File: config.mk
export PLATFORM = sky130hd
export DESIGN_NAME = linebuf_sched
export DESIGN_NICKNAME = d
export VERILOG_FILES = /design/src/rtl/linebuf_sched.sv
export SDC_FILE = /design/constraint.sdc
export NUM_CORES = 1
export LEC_CHECK = 0
export ABC_AREA = 1
export CAP_MARGIN = 15
export CELL_PAD_IN_SITES_DETAIL_PLACEMENT = 0
export CELL_PAD_IN_SITES_GLOBAL_PLACEMENT = 1
export CORE_MARGIN = 8
export CORE_UTILIZATION = 38
export CTS_CLUSTER_DIAMETER = 150
export DETAILED_ROUTE_END_ITERATION = 10
export DONT_BUFFER_PORTS = 1
export GPL_ROUTABILITY_DRIVEN = 0
export PLACE_DENSITY_LB_ADDON = 0.1
export SYNTH_ARGS = -nofsm -noshare
export SYNTH_HDL_FRONTEND = slang
export SYNTH_SLANG_ARGS = --single-unit
File: constraint.sdc
create_clock -name i_clk -period 1.59 [get_ports i_clk]
set_input_delay 0.318 -clock i_clk [delete_from_list [all_inputs] [get_ports i_clk]]
set_output_delay 0.318 -clock i_clk [all_outputs]
set_load 0.02 [all_outputs]
File: src/rtl/linebuf_sched.sv
// linebuf_sched: line-buffer scheduler for the 3x3 median window (rotating write buffer, column addressing, window flags).
// Optional `WIDTH_CHECK_EN` enables a sticky line-length mismatch flag on o_line_err.
module linebuf_sched #(
  parameter int ADDR_W = 11
) (
  input  logic              i_clk,
  input  logic              i_rst,
  input  logic              i_vsync,
  input  logic              i_hsync,
  input  logic              i_dv,
  output logic [ADDR_W-1:0] o_wr_addr,
  output logic [ADDR_W-1:0] o_rd_addr,
  output logic [2:0]        o_wr_sel,
  output logic [2:0]        o_mid_sel,
  output logic [2:0]        o_top_sel,
  output logic              o_win_valid,
  output logic              o_first_col,
  output logic              o_last_col,
  output logic [ADDR_W-1:0] o_width,
  output logic              o_line_err
);
  localparam logic [1:0] S_IDLE  = 2'd0;
  localparam logic [1:0] S_LINE0 = 2'd1;
  localparam logic [1:0] S_LINE1 = 2'd2;
  localparam logic [1:0] S_RUN   = 2'd3;
  localparam logic [ADDR_W-1:0] MAX = '1;
  localparam logic [ADDR_W-1:0] ONE = 1;
  logic [1:0]        r_state;
  logic [ADDR_W-1:0] r_wr_addr;
  logic [ADDR_W-1:0] r_width;
  logic [2:0]        r_wr_sel;
  logic              r_win_valid;
  logic              r_first_col;
  logic              r_last_col;
  logic              w_active;
  logic              w_hs;
  logic              w_pix;
  logic              w_run_pix;
  logic [ADDR_W-1:0] w_cnt;
  // vsync wins over hsync and dv; the pixel in a vsync cycle is discarded
  assign w_active  = r_state != S_IDLE;
  assign w_hs      = w_active & i_hsync & ~i_vsync;
  assign w_pix     = w_active & i_dv & ~i_vsync;
  assign w_run_pix = w_pix & (r_state == S_RUN);
  // saturating next column, doubling as the pixel count of the line at hsync
  assign w_cnt     = (w_pix && r_wr_addr != MAX) ? r_wr_addr + ONE : r_wr_addr;
  always_ff @(posedge i_clk) begin
    if (!i_rst) begin
      r_state     <= S_IDLE;
      r_wr_addr   <= '0;
      r_wr_sel    <= 3'b001;
      r_width     <= '0;
      r_win_valid <= 1'b0;
      r_first_col <= 1'b0;
      r_last_col  <= 1'b0;
    end else begin
      r_win_valid <= w_run_pix;
      r_first_col <= w_run_pix && r_wr_addr == '0;
      r_last_col  <= w_run_pix && r_width != '0 && r_wr_addr == r_width - ONE;
      if (i_vsync) begin
        r_state   <= S_LINE0;
        r_wr_addr <= '0;
        r_wr_sel  <= 3'b001;
      end else if (w_hs) begin
        r_wr_addr <= '0;
        r_wr_sel  <= {r_wr_sel[1:0], r_wr_sel[2]};
        r_state   <= (r_state == S_LINE0) ? S_LINE1 : S_RUN;
        if (r_state == S_LINE0) r_width <= w_cnt;
      end else if (w_pix) begin
        r_wr_addr <= w_cnt;
      end
    end
  end
`ifdef WIDTH_CHECK_EN
  logic r_line_err;
  always_ff @(posedge i_clk) begin
    if (!i_rst || i_vsync) r_line_err <= 1'b0;
    else if (w_hs && r_state != S_LINE0 && w_cnt != r_width) r_line_err <= 1'b1;
  end
  assign o_line_err = r_line_err;
`else
  assign o_line_err = 1'b0;
`endif
  assign o_wr_addr   = r_wr_addr;
  assign o_rd_addr   = r_wr_addr;
  assign o_wr_sel    = r_wr_sel;
  assign o_mid_sel   = {r_wr_sel[0], r_wr_sel[2:1]};
  assign o_top_sel   = {r_wr_sel[1:0], r_wr_sel[2]};
  assign o_win_valid = r_win_valid;
  assign o_first_col = r_first_col;
  assign o_last_col  = r_last_col;
  assign o_width     = r_width;
endmodule

**Word-level counts from Yosys, hierarchy flattened**

Cells that the tools add are included.

- Eq/ne operators: 4
- Reduce and logical (&&, ||, !) cells: 11
- Muxes and demuxes: 4
- Bitwise logic cells: 7
- Add/subtract/negate cells: 2

Operators by type and width:

| operator | count |
|---|---|
| $add 11x1->11 const B | 1 |
| $eq 11x11->1 | 1 |
| $logic_not 11->1 | 1 |
| $mux 11 | 1 |
| $ne 11x11->1 const B | 1 |
| $reduce_bool 11->1 | 1 |
| $sub 11x1->11 const B | 1 |
| $and 1x1->1 | 5 |
| $logic_and 1x1->1 | 4 |
| $reduce_bool 2->1 | 2 |
| $mux 1 | 3 |
| $reduce_and 3->1 | 1 |
| $reduce_or 3->1 | 1 |
| $eq 2x1->1 const B | 1 |
| $eq 2x2->1 const B | 1 |
| $not 1->1 | 2 |
| $reduce_or 2->1 | 1 |

- Bits of input ports: 5
- Flip-flop bits (word level): 30
- Output and inout port bits: 46

**Depth between registers and ports, before layout**

- Depth in word-level cells: 6
- Gate-level depth with buffers: 12
- Depth with buffers taken out: 12

**Worst setup path before layout**

Ideal clock, no wire load.

- Path type: register -> register
- Start point: register r_wr_addr[0], in the netlist o_rd_addr[0]
- End point: register r_width[1], in the netlist o_width[1]
- Stages on the path, launching flop included: 10
- Period minus slack after synthesis: 1,729 ps
- Library setup time: 121 ps
- Data arrival time: 1,608 ps
- Path slack: -139 ps
- Cells stage by stage: dfxtp_1 > ha_1 > nand2_1 > nor3_4 > nand4_2 > nand2_2 > buf_6 > nand2_1 > o21ai_1 > o21ai_1

- Longest elaborated chain between the ends: 3
- Elaborated cells between the ends (all ways): 4
- Those cells by class: add/sub (1); eq/ne (1); mux (1); reduce/logical (1)

Ends and longest elaborated chain:

| item | line | text |
|---|---|---|
| from (decl) | 29 | `logic [ADDR_W-1:0] r_wr_addr;` |
| from (signal assigned) | 70 | `r_wr_addr <= w_cnt;` |
| parallel branches: the longest is 2 deep, another holds $add 11x1->11 | -- |  |
| $mux 11 (*) | 46 | `assign w_cnt = (w_pix && r_wr_addr != MAX) ? r_wr_addr + ONE : r_wr_addr;` |
| to (signal assigned) | 68 | `if (r_state == S_LINE0) r_width <= w_cnt;` |
| to (decl) | 30 | `logic [ADDR_W-1:0] r_width;` |

Every way passes the cells marked *.
A chain may end at the register's enable or synchronous reset.

**Worst setup path in the final report**

- Start point: register r_wr_addr[1], in the netlist o_rd_addr[1]
- End point: register r_wr_addr[6], in the netlist o_rd_addr[6]

- Longest elaborated chain between the ends: 3
- Elaborated cells between the ends (all ways): 4
- Those cells by class: add/sub (1); eq/ne (1); mux (1); reduce/logical (1)

Ends and longest elaborated chain:

| item | line |
|---|---|
| parallel branches: the longest is 2 deep, another holds $add 11x1->11 | -- |
| $mux 11 (*) | 46 |

Marked as above.

==> run_results.csv <==
group,metric,value,unit
outcome,status,"finished, final reports clean",
worst_setup_path,cpLargestDelayFamily,"simple AND/OR/NAND/NOR gates",
power_and_ir_drop,vdd_ir_drop_max,0.3173,mV
worst_setup_path,crit_path_max_fanout,8,
worst_setup_path,crit_type,"reg -> reg",
drt,routed_wl,5.443,mm
worst_hold_path,hold_depth,2,
global_route,grt_first_pass_wirelength,8.976,mm
power_and_ir_drop,p_int,1.264,mW
floorplanning,fp.dieW,85.76,um
layout,nFillCells,518,
sta,fin_tns_setup,0,ns
worst_hold_path,min_from,"i_vsync",
worst_setup_path,crit_chain,"ha_4, nand2_4, nor3_4, nand4_2, nand2_4, buf_12, nand2_4, o21ai_4, and2_4",
synth,synth_area_per_cell,6.377,um2
flow_run,maxCapViolations,0,
synth,ys.flop_type,"dfxtp_1",
global_route,grt_antenna_before_repair,0,
floorplanning,start_util,39.15,%
drt,first_iter_violations,76,
drt,drt_first_pass_iters,4,
drt,num_vias,1800,
synth,yosysSeqAreaShare,32.48,%
clock_network,htree_levels,2,
worst_setup_path,arrival,1.76,ns
floorplanning,rows,25,
worst_setup_path,rrSetupSlack,0.06,ns
drt,antenna_left,0,
floorplanning,io_pins,51,
synth,async_flop_share,0,%
drt,drc,0,
global_route,grt_use_total,15.52,%
floorplanning,die-area,7355,um2
power_and_ir_drop,pwr-share-seq,46.4,%
worst_setup_path,cpMostUsedCell,"nand2_4",
layout,fin_util,50.12,%
power_and_ir_drop,switching_share,23.11,%
worst_setup_path,r2r-start,"o_rd_addr[1]",
worst_setup_path,startpoint_type,"flip-flop",
floorplanning,fp.dieH,85.76,um
placement,portBuffers,0,
sta,fin_worst_skew,0.004184,ns
clock_network,clk_pin_slew,0.07,ns
power_and_ir_drop,pwr-share-clk,46.2,%
synth,netlist_area,1849,um2
power_and_ir_drop,p_leak,1.170,nW
sta,final.period_utilization,96.38,%
sta,drv_slew,0,
placement,dp_hpwl,4.290,mm
synth,ys_ff_latch,30,
worst_setup_path,end_kind,"flip-flop",
worst_hold_path,min_to,"r_state[0]",
global_route,grt_pass1_vias,1772,
clock_network,cts_tree,"yes",
sta,period_needed,1.532,ns
synth,synth_edf_count,0,
layout,drive_gt1_share,28.48,%
worst_setup_path,cp_data_required_time,1.82,ns
clock_network,cts_buffers,5,
layout,nNetsFinal,330,
sta,hold_viol,0,
power_and_ir_drop,powerDensity,694.5,nW/um2
layout,diodes,0,
synth,synth.distinct_cells,27,
power_and_ir_drop,p_comb_share,7.3,%
sta,fmax,652.6,MHz
synth,synthTopCellsByArea,"dfxtp_1 (32%), nand2_1 (19%), buf_4 (7.7%)",
clock_network,cts_max_path_buffers,2,
floorplanning,coreArea,4723,um2
worst_setup_path,path_depth,9,
synth,synth_top_area_share,32.48,%
drt,viasPerCell,4.615,
synth,yosysTopAreaCell,"dfxtp_1",
power_and_ir_drop,p_switching,380.0,uW
layout,area_growth,28.01,%
clock_network,clk_latency,0.28,ns
worst_setup_path,crit_path_top_delay_cell,"dfxtp_4",
synth,netlist_instances,290,
worst_setup_path,worst-r2r-cell-count,9,
worst_setup_path,cp_slowest_stage_delay,0.36,ns
worst_setup_path,r2r_end,"o_rd_addr[6]",
global_route,grt_max_degree,10,
clock_network,cts_root_buffer,"clkbuf_8",
sta,rsz0062_at_grt,"yes",
worst_setup_path,critPathBufInv,1,
clock_network,cts.sinks,30,
drt,routedWlPerCell,13.96,um
sta,setup_viol,0,
worst_hold_path,min_path_type,"in -> reg",
synth,yosysWarnings,0,
synth,syn-num-nets,298,
global_route,globalRouteOverflowTotal,0,
==> power groups by stage <==
| stage | combinational (mW) | clock (mW) | sequential, mW |
|---|---|---|---|
| 2_1_floorplan | 0.0754 | 0 | 0.788 |
| 3_3_place_gp | 0.111 | 0 | 0.781 |
| 3_5_place_dp | 0.111 | 0 | 0.781 |
| 4_1_cts | 0.112 | 0.776 | 0.764 |
| 5_1_grt | 0.133 | 0.805 | 0.764 |
| 6_report | 0.121 | 0.760 | 0.763 |
==> cell usage after synthesis (2+ instances only) <==
library cell   n
nand2_1       95
inv_1         34
nor2_1        31
dfxtp_1       30
nand3_1       21
buf_4         19
a21oi_1        8
nand4_1        7
o21ai_1        7
xor2_1         7
o21ai_0        6
inv_2          5
ha_1           3
and2_1         2
clkinv_1       2
xnor2_1        2
==> metal layers <==
metal | global-route usage (%) | vias up | routed length [um] | share of wire [%]
met5 | 0 | - | 0 | 0
met4 | 4.618 | 0 | 45 | 0.83
met3 | 5.062 | 7 | 329 | 6.0
met2 | 25.60 | 41 | 2588 | 48
met1 | 18.63 | 805 | 2479 | 46
li1 | - | 947 | - | -
==> registers in the layout, summed over array words and instances, names as in the netlist <==
signal / cells
o_width: 11
o_wr_sel: 3
o_rd_addr: 11
o_last_col: 1
o_first_col: 1
o_win_valid: 1
r_state: 2
==> worst max-delay path by stage <==
| stage | startpoint | endpoint | slack (ns) |
|---|---|---|---|
| detailed placement | o_rd_addr[0] | o_width[5] | 0.001 |
| global route | o_rd_addr[1] | o_width[9] | -0.04 |
| finish | o_rd_addr[1] | o_rd_addr[6] | 0.06 |
| floorplan | o_rd_addr[2] | o_width[1] | 0.0008 |
| global placement | o_rd_addr[0] | o_rd_addr[6] | 0.03 |
| CTS | o_rd_addr[0] | o_width[5] | 0.04 |
==> area by class of cell <==
cell class | instances | area [um2] | area share (%)
multi-input cells | 199 | 1054 | 44.50
flip-flops and latches | 30 | 611.8 | 25.85
repair buffers | 45 | 357.8 | 15.12
inverters | 41 | 153.9 | 6.501
well taps | 67 | 83.83 | 3.541
clock buffers | 7 | 76.32 | 3.224
clock inverters | 1 | 30.03 | 1.268
==> cell families (layout without fill, tap and decap cells) <==
| group | after synthesis | count (layout) | share of synthesized area [%] |
|---|---|---|---|
| and+or+nand+nor | 162 | 162 | 37.55 |
| AOI/OAI and AO/OA | 24 | 24 | 6.834 |
| buffers and inverters | 61 | 94 | 16.64 |
| other | 1 | 1 | 0.2028 |
| adders and majority gates | 3 | 3 | 2.030 |
| xor gates and xnor gates | 9 | 9 | 4.263 |
| DFF | 30 | 30 | 32.48 |
==> cells in the final DEF, fill, tap and decap left out, types with 2 or more instances in the layout <==
cell type	instances
a21oi_1	8
buf_4	42
buf_6	2
clkbuf_1	2
clkbuf_8	5
clkinv_1	2
dfxtp_1	25
dfxtp_2	3
dfxtp_4	2
ha_4	2
inv_1	32
inv_2	7
nand2_1	85
nand2_2	8
nand2_4	3
nand3_1	21
nand4_1	7
nor2_1	24
nor2_2	7
o21ai_0	5
o21ai_1	6
o21ai_2	2
xor2_1	7
==> metrics by stage <==
stage / std cells / area [um2] / setup slack [ns] / power (mW) / hold slack [ns]
global placement: 379 / 2113 / 0.02789 / 0.8916 / 0.4893
CTS: 387 / 2225 / 0.03595 / 1.652 / 0.2018
detailed placement: 379 / 2113 / 0.001020 / 0.8916 / 0.4855
floorplan: 290 / 1856 / 0.0007637 / 0.8629 / 0.4656
finish: 390 / 2367 / 0.05759 / 1.644 / 0.2071
global route: 390 / 2367 / -0.03895 / 1.702 / 0.2229
==> timing repair <==
action / in CTS / in global routing
gates resized for setup: 1 / 37
hold buffers: 0 / 0
buffers inserted: 0 / 3
pin swaps: 1 / 10
gates cloned: 0 / 0
hold endpoints to repair: 0 / 0
endpoints found under the setup margin: 4 / 20
Note: power is estimated with default switching activity, not from simulation.
